**config.mk**
```make
export PLATFORM = sky130hd
export DESIGN_NAME = nibble_logic_unit
export DESIGN_NICKNAME = d
export VERILOG_FILES = /design/src/rtl/nibble_logic_unit_pkg.sv /design/src/rtl/nibble_logic_unit_logic_chunk.sv /design/src/rtl/nibble_logic_unit.sv
export SDC_FILE = /design/constraint.sdc
export NUM_CORES = 1
export LEC_CHECK = 0
export BUFFER_PORTS_ARGS = -buffer_cell sky130_fd_sc_hd__buf_2
export CORE_AREA = 2 2 99 101
export DETAILED_ROUTE_END_ITERATION = 16
export DIE_AREA = 0 0 101 103
export GPL_TIMING_DRIVEN = 1
export PLACE_DENSITY = 0.82
export SETUP_SLACK_MARGIN = 0.5
export SYNTH_ARGS = -nofsm -noshare
export SYNTH_HDL_FRONTEND = slang
export SYNTH_SLANG_ARGS = --single-unit
```
**constraint.sdc**
```tcl
create_clock -name clk -period 3.97 [get_ports clk]
set_clock_uncertainty 0.15 [all_clocks]
set_input_delay 0.1985 -clock clk [delete_from_list [all_inputs] [get_ports clk]]
set_output_delay 0.1985 -clock clk [all_outputs]
set_load 0.01 [all_outputs]
```
**src/rtl/nibble_logic_unit_pkg.sv**
```systemverilog
// ============================================================================
// nibble_logic_unit_pkg : shared op encodings, FSM states and default sizes
// Revision: 1.0
// ============================================================================
`default_nettype none

package nibble_logic_unit_pkg;

  localparam int DEF_WIDTH = 32;
  localparam int DEF_CHUNK = 4;

  localparam logic [1:0] OP_AND = 2'b00;
  localparam logic [1:0] OP_OR  = 2'b01;
  localparam logic [1:0] OP_XOR = 2'b10;
  localparam logic [1:0] OP_NOR = 2'b11;

  typedef enum logic [1:0] {
    S_IDLE = 2'd0,
    S_RUN  = 2'd1,
    S_DONE = 2'd2
  } state_t;

endpackage

`default_nettype wire

```
**src/rtl/nibble_logic_unit_logic_chunk.sv**
```systemverilog
// ============================================================================
// logic_chunk : combinational CHUNK-bit AND/OR/XOR/NOR slice
// Revision: 1.0
// ============================================================================
`default_nettype none

module logic_chunk
  import nibble_logic_unit_pkg::*;
#(
  parameter int CHUNK = DEF_CHUNK
) (
  input  logic [CHUNK-1:0] a,
  input  logic [CHUNK-1:0] b,
  input  logic [1:0]       op,
  output logic [CHUNK-1:0] y
);

  always_comb begin
    y = '0;
    unique case (op)
      OP_AND:  y = a & b;
      OP_OR:   y = a | b;
      OP_XOR:  y = a ^ b;
      OP_NOR:  y = ~(a | b);
      default: y = '0;
    endcase
  end

endmodule

`default_nettype wire

```
**src/rtl/nibble_logic_unit.sv**
```systemverilog
// ============================================================================
// nibble_logic_unit : iterative bitwise logic unit, CHUNK bits per clock,
//                     valid/ready on both operand and result sides
// Revision: 1.0
// ============================================================================
`default_nettype none

module nibble_logic_unit
  import nibble_logic_unit_pkg::*;
#(
  parameter int WIDTH = DEF_WIDTH,
  parameter int CHUNK = DEF_CHUNK
) (
  input  logic             clk,
  input  logic             reset,
  input  logic             in_valid,
  output logic             in_ready,
  input  logic [WIDTH-1:0] a,
  input  logic [WIDTH-1:0] b,
  input  logic [1:0]       op,
  output logic             out_valid,
  input  logic             out_ready,
  output logic [WIDTH-1:0] result,
  output logic             zero
);

  localparam int NCHUNK = WIDTH / CHUNK;
  localparam int IDXW   = (NCHUNK > 1) ? $clog2(NCHUNK) : 1;
  localparam logic [IDXW-1:0] LAST_IDX = IDXW'(NCHUNK - 1);

  state_t            state;
  logic [IDXW-1:0]   idx;
  logic [WIDTH-1:0]  a_q;
  logic [WIDTH-1:0]  b_q;
  logic [1:0]        op_q;
  logic [CHUNK-1:0]  chunk_res;
  logic [WIDTH-1:0]  result_next;

  logic_chunk #(.CHUNK(CHUNK)) u_chunk (
    .a  (a_q[int'(idx)*CHUNK +: CHUNK]),
    .b  (b_q[int'(idx)*CHUNK +: CHUNK]),
    .op (op_q),
    .y  (chunk_res)
  );

  // Zero flag must see the final chunk, so it is taken from the merged word.
  always_comb begin
    result_next = result;
    result_next[int'(idx)*CHUNK +: CHUNK] = chunk_res;
  end

  always_ff @(posedge clk) begin
    if (reset) begin
      state     <= S_IDLE;
      in_ready  <= 1'b1;
      out_valid <= 1'b0;
      result    <= '0;
      zero      <= 1'b0;
      idx       <= '0;
      a_q       <= '0;
      b_q       <= '0;
      op_q      <= OP_AND;
    end else begin
      unique case (state)
        S_IDLE: begin
          if (in_valid) begin
            a_q      <= a;
            b_q      <= b;
            op_q     <= op;
            idx      <= '0;
            result   <= '0;
            zero     <= 1'b0;
            in_ready <= 1'b0;
            state    <= S_RUN;
          end
        end
        S_RUN: begin
          result <= result_next;
          if (idx == LAST_IDX) begin
            idx       <= '0;
            zero      <= (result_next == '0);
            out_valid <= 1'b1;
            state     <= S_DONE;
          end else begin
            idx <= idx + IDXW'(1);
          end
        end
        S_DONE: begin
          if (out_ready) begin
            out_valid <= 1'b0;
            in_ready  <= 1'b1;
            state     <= S_IDLE;
          end
        end
        default: begin
          state     <= S_IDLE;
          in_ready  <= 1'b1;
          out_valid <= 1'b0;
        end
      endcase
    end
  end

endmodule

`default_nettype wire

```
* After elaboration in Yosys (flattened, before gate mapping)
Cells that the tools add are included.
** Cells by class
- Eq/ne operators :: 9
- Bitwise logic cells :: 6
- Mux-type cells :: 19
- Shifts and indexed selects :: 4
- $add $sub $neg :: 2
- Reduce and logical (&&, ||, !) cells :: 10
** Operators by type and width (number)
- one-hot mux 32 bit (2 select lines) :: 1
- variable part select 32 x 6 -> 4 bit :: 2
- negator 5 -> 33 bit :: 1
- variable shift 4 x 33 -> 32 bit (first input constant) :: 1
- variable part select 4 x 33 -> 32 bit :: 1
- bitwise mux 32 bit :: 1
- logical NOT 32 bit :: 1
- two-way mux 32 bit :: 1
- one-hot mux 4 bit (4 select lines) :: 1
- AND reduction 3 bit :: 4
- equality test 2 bit (second input constant) :: 3
- two-way mux 2 bit :: 3
- two-way mux 3 bit :: 2
- inequality test 2 bit (second input constant) :: 3
- one-hot mux 1 bit (3 select lines) :: 2
- one-hot mux 2 bit (3 select lines) :: 1
- one-hot mux 3 bit (2 select lines) :: 1
- two-way mux 1 bit :: 5
- AND 4 bit :: 1
- equality test 2 x 1 -> 1 bit (second input constant) :: 2
- logical NOT 2 bit :: 2
- inverter 4 bit :: 1
- OR 4 bit :: 1
- AND reduction 2 bit :: 2
- 6 further kinds :: 7
** Word-level totals
- Word-level logic and storage cells :: 59
- Register bits :: 106

* Longest topological paths before layout
Gate-level depths: netlist of the first run.
- Word-level depth :: 9
- Gate-level depth with buffers :: 14
- Gate-level depth less buffers :: 12

* By module
A second synthesis of the first run with hierarchy kept.
** Unflattened totals
- Cells, all modules :: 594
- Area, all modules :: 4934.7 µm²
** Modules (own cells, without submodules)
- nibble_logic_unit :: sequential area each 2122.0 µm², cells an instance 564, times used 1, area each 4674.5 µm²
- logic_chunk :: sequential area each 0.0 µm², cells an instance 30, times used 1, area each 260.2 µm²

* Least setup slack after synthesis of the first run
OpenSTA, ideal clock, no wires.
- Kind :: reg2reg
- Start :: register idx[1]
- End :: register zero
- Data required time :: 3.751 ns
- Path slack :: 0.679 ns
- Arrival :: 3.072 ns
- Cell stages (with the launch flop) :: 15
- Path through :: dfxtp_1 -> clkbuf_1 -> clkbuf_1 -> mux4_2 -> nand2_1 -> and2_1 -> inv_1 -> ha_1 -> a211o_1 -> and3b_1 -> clkbuf_1 -> a22o_1 -> nor4_1 -> nand4_1 -> o21ai_1
** Between the ends
- Cells in the longest elaborated chain, start to end :: 9
- Elaborated cells between the ends (all ways) :: 17
- Classes of those cells :: 1 x add/sub; 2 x eq/ne; 4 x shift; 4 x mux; 4 x bitwise; 2 x reduce/logical
** Ends and longest elaborated chain
- start: declaration :: line nibble_logic_unit.sv:32 : logic [IDXW-1:0] idx;
- start signal: assignment :: line nibble_logic_unit.sv:85 : idx <= idx + IDXW'(1);
- variable part select 32 x 6 -> 4 bit (on tied branches) :: line nibble_logic_unit.sv:40, nibble_logic_unit.sv:41
- OR 4 bit :: line nibble_logic_unit_logic_chunk.sv:22, nibble_logic_unit_logic_chunk.sv:24
- inverter 4 bit :: line nibble_logic_unit_logic_chunk.sv:24 : OP_NOR: y = ~(a | b);
- one-hot mux 4 bit (4 select lines) :: line nibble_logic_unit_logic_chunk.sv:20 : unique case (op)
- variable part select 4 x 33 -> 32 bit :: line nibble_logic_unit.sv:49 : result_next[int'(idx)*CHUNK +: CHUNK] = chunk_res;
- bitwise mux 32 bit :: line nibble_logic_unit.sv:49
- logical NOT 32 bit :: line nibble_logic_unit.sv:81 : zero <= (result_next == '0);
- two-way mux 1 bit :: line nibble_logic_unit.sv:79 : if (idx == LAST_IDX) begin
- one-hot mux 1 bit (2 select lines) :: line nibble_logic_unit.sv:64 : unique case (state)
- end signal: assignment :: line nibble_logic_unit.sv:81
- end: declaration :: line nibble_logic_unit.sv:24 : output logic zero
Several ways; a longest one is shown, not always the timed one. The select of a mux whose other input is x is not followed.
A chain may end at the register's enable or synchronous reset.

* Final worst setup path of the first run
- Start :: register idx[0]
- End :: register zero
Same word-level chain as after synthesis.

==> results.sh, run 1 <==
export IMPL_min_delay_start="in_valid"
export IMPL_placed_area_um2=5590
export IMPL_num_rows=36
export IMPL_end_kind="register"
export IMPL_synth_nets=708
export IMPL_port_buffers=104
export IMPL_crit_buf_inv=2
export IMPL_grt_pass1_wl_mm=24.9
export IMPL_grt_usage_pct=30.7
export IMPL_antenna_cells=0
export IMPL_yosysWarnings=0
export IMPL_final_area_um2=6460
export IMPL_synth_compound_area_share_pct=17.5
export IMPL_antenna_found_initial=0
export IMPL_cellPowerDensity_nw_per_um2=341
export IMPL_utilization_pct=68.3
export IMPL_fmax_mhz=303
export IMPL_drc=0
export IMPL_cts_buffers=9
export IMPL_arrival_ps=3460
export IMPL_die_h_um=103
export IMPL_max_slew_margin_rel_pct=15.8
export IMPL_start_util_pct=53.1
export IMPL_crit_path_start_kind="register"
export IMPL_synth_top_area_cell="dfxtp_1"
export IMPL_die_area_um2=10400
export IMPL_worstHoldPathType="primary input to register"
export IMPL_status="complete, no violations"
export IMPL_drv_slew=0
export IMPL_clock_sinks=106
export IMPL_routedWlPerCell_um=17.4
export IMPL_netlist_area_um2=5020
export IMPL_synth_top_area_share_pct=42.3
export IMPL_drtPass1Iterations=6
export IMPL_ys_flop_type="dfxtp_1"
export IMPL_synthArstFlopShare_pct=0
export IMPL_path_clk_slew_ps=100
export IMPL_drt_iter0_markers=411
export IMPL_synth_edf_count=0
export IMPL_htree_levels=3
export IMPL_hold_violations=0
export IMPL_globalplace_congestion=0.928
export IMPL_tightest_slew_ps=1260
export IMPL_setup_tns_ps=0
export IMPL_mostFrequentLayoutCell="nand2_1"
export IMPL_synth_simple_area_share_pct=24.3
export IMPL_synth_top_family_by_area="simple AND/OR/NAND/NOR gates"
export IMPL_die_w_um=101
export IMPL_finalCriticalPeriod_ps=3300
export IMPL_rsz0062_at_grt="no"
export IMPL_num_vias=5127
export IMPL_grt_max_degree=69
export IMPL_cts_tree="built"
export IMPL_drive_above_1_share_pct=19.9
export IMPL_synthAdderAreaFrac_pct=3.74
export IMPL_period_share_pct=83.1
export IMPL_drv_cap=0
export IMPL_path_class="register to register"
export IMPL_grt_pass1_vias=5103
export IMPL_irDropWorstVdd_mv=0.239
export IMPL_synth_area_top_cells="dfxtp_1, nand2_1, a21oi_1"
export IMPL_crit_required_ps=4130
export IMPL_place_ws_ps=521
export IMPL_path_cells="buf_12 -> mux4_2 -> nand2_1 -> and2_1 -> inv_1 -> ha_1 -> a211o_1 -> and3b_1 -> a22o_1 -> nor4_1 -> nand4_1 -> o21ai_1"
export IMPL_worstPathMaxFanout=19
export IMPL_yosysUniqueCellTypes=48
export IMPL_drtAntennaViolNets=0
export IMPL_io_pins=105
export IMPL_clk_latency_ps=380
export IMPL_p_leak_nw=2.70
export IMPL_seq_area_frac_synth_pct=42.3
export IMPL_timing_rr_start="idx[0]"
export IMPL_finalSetupViolCount=0
export IMPL_final_cell_mix="nand2_1, dfxtp_1, buf_2"
export IMPL_wl_mm=15.4
export IMPL_area_delta_synth_final_pct=28.6
export IMPL_muxShareOfSynthArea_pct=7.57
export IMPL_via_per_inst=5.77
export IMPL_yosys_area_share_xor_xnor_pct=0
export IMPL_cts_path_max_buffers=2
export IMPL_cp_slowest_stage_delay_ps=520
export IMPL_hpwlAfterDp_mm=9.34
export IMPL_fin_ws_ps=672
export IMPL_critPathTopFamily="simple AND/OR/NAND/NOR gates"
export IMPL_worstSetupStartpoint="idx[0]"
export IMPL_coreArea_um2=9460
export IMPL_fill_cells=732
export IMPL_slowest_stage="mux4_2"
export IMPL_nets=855
export IMPL_avgSynthCellArea_um2=8.06
export IMPL_grt_overflow=0
export IMPL_power_mw=2.20
export IMPL_ys_ff_latch=106
export IMPL_cts_setup_buffers=0
export IMPL_cts_root_buffer="clkbuf_8"
export IMPL_netlist_instances=623
worst reg2reg max path, stage by stage, from the launching register on:
cell and delay, ps:
dfxtp_1 390, buf_12 200, mux4_2 530, nand2_1 80
and2_1 160, inv_1 50, ha_1 190, a211o_1 310
and3b_1 320, a22o_1 280, nor4_1 310, nand4_1 130
o21ai_1 130
cells by family (layout without fill, tap and decap cells):
| family | after synthesis | after routing |
|---|---|---|
| AO/OA/AOI/OAI | 144 | 144 |
| adder cells (fa/ha/maj) | 15 | 15 |
| buffers and inverters | 58 | 210 |
| flip-flops | 106 | 106 |
| multiplexers | 18 | 18 |
| AND/OR/NAND/NOR | 282 | 282 |
worst paths after layout:
check | end | cells after the start | slack (ps)
hold reg to reg | out_valid | 2 | 310
hold / removal | state[0] | 3 | 70
setup / recovery | zero | 12 | 670
setup reg to reg | zero | 12 | 670
per-stage QoR:
stage | hold slack, ps | instances
after global routing | 76.6 | 889
after floorplan | 184 | 623
after global placement | 290 | 806
after CTS | 71.0 | 889
final | 72.2 | 889
after detailed placement | 295 | 806
synthesized netlist by cell type (2+ instances only):
master    instances
a211o_1           2
a211oi_1          3
a21oi_1          76
a221oi_1          2
a22oi_1          27
a31oi_1           2
a32oi_1           3
and2_1           11
and3_1            6
buf_1             4
buf_2             2
buf_6             2
clkbuf_1         35
dfxtp_1         106
ha_1             15
inv_1            14
mux2i_1           2
mux4_2           16
nand2_1         168
nand2b_1          6
nand4_1           3
nand4b_1          2
nor2_1           56
nor2b_1           4
nor3_1           13
nor4_1            6
o21ai_0          13
o21ai_1           3
or2_2             2
state kept, by name, summed over array words and instances, names as in the netlist:
register and count:
b_q 32, result 32, a_q 32, state 2, idx 3, op_q 2, zero 1, in_ready 1
out_valid 1
timing repair:
| action | CTS | global route |
|---|---|---|
| endpoints found under the setup margin | 1 | 6 |
| cloned | 0 | 0 |
| hold endpoints to repair | 67 | 0 |
| hold buffers | 67 | 0 |
| gates resized for setup | 1 | 1 |
area by class of cell:
class                           count  area, um^2  area share (%)
Clock buffer                       10         128            1.98
Timing Repair Buffer              179        1260            19.6
Tap cell                          114         143            2.21
Clock inverter                      6        66.3            1.03
Inverter                           15        56.3           0.872
Multi-Input combinational cell    459        2680            41.5
Sequential cell                   106        2120            32.9
metal layers:
layer | GRT usage (%) | vias to the layer above | share of wire (%)
li1 | - | 2438 | -
met1 | 36.6 | 2390 | 40
met2 | 52.4 | 235 | 50
met3 | 6.37 | 64 | 5.9
met4 | 16.2 | 0 | 4.5
met5 | 0 | - | 0
power breakdown:
group          internal [mW]  switching, mW  total [mW]
Sequential              1.11         0.0290        1.14
Combinational          0.175          0.218       0.394
Clock                  0.295          0.380       0.675
(Power assumes the default switching activity.)
==> inputs of run 2 (changes only) <==
Settings changed: ABC_AREA set to 1, CORE_AREA 2 2 99 101 to 2 2 106 108, DIE_AREA 0 0 101 103 to 0 0 108 110, PLACE_DENSITY 0.82 to 0.78.
Clock period 3.97 ns to 2.85 ns, I/O delays scaled along.
==> run 2 against run 1 <==
  * Die area increased by 14%
  * Sequential cell count is the same
  * Power rose by 58%
  * Highest routed layer unchanged
==> results.sh, run 2 <==
export IMPL_crit_top_cell="nand2_1"
export IMPL_grt_pass1_wl_mm=25.8
export IMPL_synth_area_top_cells="dfxtp_1, nor2_1, nand2_1"
export IMPL_drtAntennaViolNets=0
export IMPL_clock_sinks=106
export IMPL_path_cells="buf_12 -> clkinv_8 -> o21ai_0 -> o22ai_1 -> inv_1 -> o21ai_2 -> buf_4 -> ha_1 -> inv_1 -> nand2_1 -> nand4_1 -> nand2_1 -> nand2_1 -> nand2_1 -> nor2_1 -> nand3_1 -> nor2_1 -> nand3_1 -> a21oi_1"
export IMPL_mostFrequentLayoutCell="nor2_1"
export IMPL_coreArea_um2=10700
export IMPL_multi_input_area_um2=3150
export IMPL_synthArstFlopShare_pct=0
export IMPL_yosysUniqueCellTypes=23
export IMPL_drt_iter0_markers=351
export IMPL_cp_slowest_stage_delay_ps=420
export IMPL_via_per_inst=5.30
export IMPL_drtPass1Iterations=5
export IMPL_place_ws_ps=75.3
export IMPL_drc=0
export IMPL_finalCriticalPeriod_ps=2780
export IMPL_netlist_top_cells_count="nor2_1, nand2_1, dfxtp_1"
export IMPL_tightest_slew_ps=642
export IMPL_die_w_um=108
export IMPL_grt_max_degree=72
export IMPL_path_clk_slew_ps=110
export IMPL_grt_usage_pct=27.5
export IMPL_drive_above_1_share_pct=26.2
export IMPL_num_rows=38
export IMPL_worstHoldPathType="primary input to register"
export IMPL_grt_overflow=0
export IMPL_path_class="register to register"
export IMPL_netlist_area_um2=5260
export IMPL_die_area_um2=11900
export IMPL_clk_latency_ps=390
export IMPL_utilization_pct=68.9
export IMPL_fin_ws_ps=69.3
export IMPL_wl_mm=16.2
export IMPL_yosysWarnings=0
export IMPL_antenna_found_initial=0
export IMPL_synth_top_area_share_pct=40.3
export IMPL_hpwlAfterDp_mm=9.55
export IMPL_slowest_stage="dfxtp_4"
export IMPL_irDropWorstVdd_mv=0.250
export IMPL_avgSynthCellArea_um2=6.55
export IMPL_drv_slew=0
export IMPL_drv_cap=0
export IMPL_arrival_ps=2960
export IMPL_max_slew_margin_rel_pct=57.2
export IMPL_cts_path_max_buffers=2
export IMPL_grt_pass1_vias=5471
export IMPL_netlist_instances=803
export IMPL_die_h_um=110
export IMPL_antenna_cells=0
export IMPL_io_pins=105
export IMPL_status="complete, no violations"
export IMPL_synth_nets=888
export IMPL_fill_cells=841
export IMPL_rsz0062_at_grt="yes"
export IMPL_synth_top_area_cell="dfxtp_1"
export IMPL_synth_edf_count=0
export IMPL_p_leak_nw=3.22
export IMPL_synth_most_common_cell="nor2_1"
export IMPL_seq_area_frac_synth_pct=40.3
export IMPL_regArea_um2=2130
export IMPL_crit_path_start_kind="register"
export IMPL_largestRegisters="a_q: 32 flops, b_q: 32 flops, result: 32 flops"
export IMPL_final_cell_mix="nor2_1, nand2_1, dfxtp_1, buf_2, o21ai_0"
export IMPL_fmax_mhz=360
export IMPL_hold_violations=0
export IMPL_fin_hold_ws_ps=11.0
export IMPL_ys_flop_type="dfxtp_1"
export IMPL_worstPathMaxFanout=8
export IMPL_globalplace_congestion=0.957
export IMPL_area_delta_synth_final_pct=40.2
export IMPL_ys_ff_latch=106
export IMPL_routedWlPerCell_um=14.6
export IMPL_start_util_pct=49.2
export IMPL_cts_tree="built"
export IMPL_finalSetupViolCount=0
export IMPL_end_kind="register"
export IMPL_cellPowerDensity_nw_per_um2=471
export IMPL_nets=1052
export IMPL_cts_root_buffer="clkbuf_8"
export IMPL_num_vias=5891
export IMPL_crit_required_ps=3030
export IMPL_cts_buffers=9
export IMPL_htree_levels=3
export IMPL_port_buffers=104
export IMPL_period_share_pct=97.6
-- run 2: changes by cell type after synthesis, moves of 11 or more --
cell     change
mux4_2      -16
a21oi_1     -36
o22ai_1     +15
o21ai_0     +92
nand3_1     +45
nor3_1      -13
nor2_1     +131
a22oi_1     -27
and2_1      -11
inv_1       +24
-- run 2: kinds of logic after synthesis --
| logic type | after synthesis | share of synthesized area [%] |
|---|---|---|
| buf+inv | 95 | 7.13 |
| compound gates | 172 | 16.8 |
| fa+ha+maj | 15 | 3.57 |
| flops | 106 | 40.3 |
| simple gates | 415 | 32.2 |
-- run 2: power breakdown --
part / internal (mW) / switching, mW / total (mW)
clock: 0.343 / 0.591 / 0.934
combinational: 0.379 / 0.523 / 0.902
sequential: 1.57 / 0.0680 / 1.64
-- run 2: worst paths after layout --
path	from	to	slack [ps]	depth (start not counted)
max	idx[0]	zero	70	19
min	in_valid	idx[1]	10	6
max reg2reg	idx[0]	zero	70	19
min reg2reg	in_ready	in_ready	310	2
-- run 2: cell type report --
cell class	count	area share [%]
multi-input combinational	602	42.6
clock buffer	9	1.68
tap	140	2.37
clock inverter	7	0.899
timing repair buffer	197	20.2
timing repair inverter	3	0.611
sequential	106	28.9
inverter	48	2.68
-- run 2: repair_timing --
item / in CTS / in global routing
hold buffers: 67 / 0
gates cloned: 5 / 1
pin swaps: 40 / 25
resized for setup: 47 / 56
endpoints found under the hold margin: 68 / 0
setup buffers: 9 / 2
endpoints found under the setup margin: 27 / 33
-- run 2: stage by stage --
step,TNS (ps),total power [mW],std cells,instance area (um^2)
6_report,0,3.47,1112,7380
5_1_grt,-96.9,3.64,1112,7380
4_1_cts,0,3.38,1109,7170
3_5_place_dp,0,2.31,1012,6000
3_3_place_gp,0,2.30,1012,6000
2_1_floorplan,0,2.15,803,5440
-- run 2: worst max-delay path: cells and delay by family (launching register included) --
kind,cells,cell delay [ps]
adder cells (fa/ha/maj),1,190
AND/OR/NAND/NOR,9,810
flip-flops,1,420
AO/OA/AOI/OAI,4,520
buffers and inverters,5,600
-- run 2: metal layers --
metal  track usage (%)  wire (um)  vias up
li1                  -          -     2928
met3              4.94       1060       46
met1              33.4       6830     2654
met2              47.3       7840      263
met4              12.8        497        0
met5                 0          0        -
==> inputs of run 3 (changes only) <==
Settings changed: CORE_AREA 2 2 106 108 to 2 2 102 104, DIE_AREA 0 0 108 110 to 0 0 104 106, PLACE_DENSITY 0.78 to 0.82, SYNTH_HIERARCHICAL set to 1.
Clock period 2.85 ns to 2.95 ns, I/O delays scaled along.
==> run 3 against run 2 <==
  * The run now ends with setup timing left
  * Sequential share of layout area is essentially flat
  * Hold slack better by 110 ps
  * Routed wire length grew 2.4%
  * Sequential cell count unchanged
  * Core utilization up 4.8 points
  * Worst setup slack got worse by 180 ps
  * Via count up 4.8%
  * Critical path type unchanged
  * Largest cell class unchanged
  * Largest power group unchanged
==> results.sh, run 3 <==
export IMPL_cts_buffers=9
export IMPL_netlist_area_um2=5380
export IMPL_worstHoldPathType="primary input to register"
export IMPL_worstPathMaxFanout=6
export IMPL_path_class="register to register"
export IMPL_io_pins=105
export IMPL_cp_slowest_stage_delay_ps=410
export IMPL_die_w_um=104
export IMPL_antenna_found_initial=0
export IMPL_fmax_mhz=327
export IMPL_via_per_inst=5.37
export IMPL_drc=0
export IMPL_path_clk_slew_ps=110
export IMPL_start_util_pct=53.8
export IMPL_antenna_cells=0
export IMPL_cts_tree="built"
export IMPL_yosysWarnings=6
export IMPL_post_place_cells=1043
export IMPL_violations="setup timing"
export IMPL_globalplace_congestion=0.926
export IMPL_seq_area_frac_synth_pct=39.4
export IMPL_placed_area_um2=6110
export IMPL_synth_most_common_cell="nor2_1"
export IMPL_synth_top_area_share_pct=39.4
export IMPL_rsz0062_at_grt="yes"
export IMPL_grt_pass1_vias=5873
export IMPL_crit_required_ps=3110
export IMPL_crit_top_cell="nor2_1"
export IMPL_p_leak_nw=3.39
export IMPL_grt_max_degree=69
export IMPL_final_cell_mix="nor2_1, nand2_1, dfxtp_1, buf_2, o21ai_0"
export IMPL_nets=1092
export IMPL_crit_path_start_kind="register"
export IMPL_htree_levels=3
export IMPL_synth_area_top_cells="dfxtp_1, nor2_1, nand2_1"
export IMPL_path_cells="buf_4 -> inv_4 -> buf_4 -> nor2_1 -> o22ai_1 -> nor2_1 -> a31oi_1 -> inv_1 -> ha_2 -> nand3_1 -> nand4_1 -> inv_2 -> nand4_1 -> nand2_1 -> nand2_1 -> nor2_1 -> nand3_1 -> nor2_1 -> nand2_1 -> a21oi_2"
export IMPL_final_area_um2=7380
export IMPL_arrival_ps=3220
export IMPL_port_buffers=104
export IMPL_finalCriticalPeriod_ps=3060
export IMPL_yosysUniqueCellTypes=26
export IMPL_finalNonFillerCells=1150
export IMPL_drt_iter0_markers=474
export IMPL_cts_root_buffer="clkbuf_8"
export IMPL_num_vias=6174
export IMPL_hpwlAfterDp_mm=10.1
export IMPL_drive_above_1_share_pct=21.8
export IMPL_netlist_top_cells_count="nor2_1, nand2_1, dfxtp_1"
export IMPL_drtAntennaViolNets=0
export IMPL_drv_slew=0
export IMPL_synthArstFlopShare_pct=0
export IMPL_mostFrequentLayoutCell="nor2_1"
export IMPL_die_h_um=106
export IMPL_avgSynthCellArea_um2=6.56
export IMPL_synth_top_area_cell="dfxtp_1"
export IMPL_drv_cap=0
export IMPL_period_share_pct=104
export IMPL_netlist_instances=821
export IMPL_coreArea_um2=10000
export IMPL_clk_latency_ps=380
export IMPL_synth_nets=904
export IMPL_grt_pass1_wl_mm=26.7
export IMPL_hold_violations=0
export IMPL_cellPowerDensity_nw_per_um2=470
export IMPL_clock_sinks=106
export IMPL_drtPass1Iterations=6
export IMPL_wl_mm=16.6
export IMPL_routedWlPerCell_um=14.4
export IMPL_slowest_stage="dfxtp_4"
export IMPL_synth_edf_count=0
export IMPL_area_delta_synth_final_pct=37.1
export IMPL_finalSetupViolCount=1
export IMPL_cts_path_max_buffers=2
export IMPL_status="finished with violations"
export IMPL_die_area_um2=11000
export IMPL_fin_ws_ps=-107
export IMPL_end_kind="register"
export IMPL_num_rows=37
export IMPL_irDropWorstVdd_mv=0.318
export IMPL_grt_overflow=0
export IMPL_ys_flop_type="dfxtp_1"
export IMPL_rrSetupSlack_ps=-110
export IMPL_max_slew_margin_rel_pct=55.1
export IMPL_largestRegisters="a_q: 32 flops, b_q: 32 flops, result: 32 flops"
export IMPL_tightest_slew_ps=673
export IMPL_grt_usage_pct=29.7
export IMPL_ys_ff_latch=106
export IMPL_place_ws_ps=-40.1
[run 3: worst paths after layout]
check                           startpoint    endpoint  cells after the start
worst min-delay path              in_valid  result[10]                      6
worst max-delay path                idx[0]        zero                     20
worst max register to register      idx[0]        zero                     20
worst min register to register    in_ready    in_ready                      2
[run 3: timing repair]
action,in CTS,in global routing
hold buffers,67,0
cloned,1,1
endpoints found under the setup margin,33,33
hold endpoints to repair,68,0
resized for setup,36,20
setup buffers,16,6
pin swaps,15,14
[run 3: critical path: cells and delay by family, from the launching register on]
family,cells,cell delay [ps]
DFF,1,410
AOI/OAI and AO/OA,3,540
adders and majority gates,1,280
and+or+nand+nor,11,1040
buffers and inverters,5,580
[run 3: stage by stage]
stage                     setup TNS (ps)  total power [mW]  utilization [%]  hold slack [ps]
final                               -107              3.47             73.8              120
after global routing                -397              3.61             73.8              136
after floorplan                        0              2.04                -              164
after detailed placement           -40.1              2.24             61.1              253
after global placement             -19.9              2.23             61.1              251
after CTS                              0              3.38             72.5              107
[run 3: routing by layer]
metal,vias up,share of wire (%),track usage (%)
met5,-,0,0
met4,0,3.7,13.0
met3,65,5.6,4.97
met2,262,50,53.9
met1,2807,41,34.5
li1,3040,-,-
[run 3: power by group]
part / internal, mW / switching (mW) / leakage, nW / total [mW]
clock network: 0.495 / 0.548 / 0.117 / 1.04
registers: 1.51 / 0.0603 / 0.872 / 1.57
logic: 0.358 / 0.490 / 2.40 / 0.848
total: 2.37 / 1.10 / 3.39 / 3.47
[run 3: logic make-up after synthesis]
group / Yosys count / synth area share (%)
adder cells (fa/ha/maj): 13 / 3.02
buffers and inverters: 110 / 8.14
AND/OR/NAND/NOR: 429 / 33.5
flip-flops: 106 / 39.4
AO/OA/AOI/OAI: 163 / 15.9
[run 3: area by class of cell]
class                      instances  area (um^2)
tap                              136          170
fill                             776         2620
timing repair buffer             221         1650
clock buffer                       9          124
sequential                       106         2130
inverter                          65          256
timing repair inverter             1         6.26
multi-input combinational        605         2940
clock inverter                     7          106
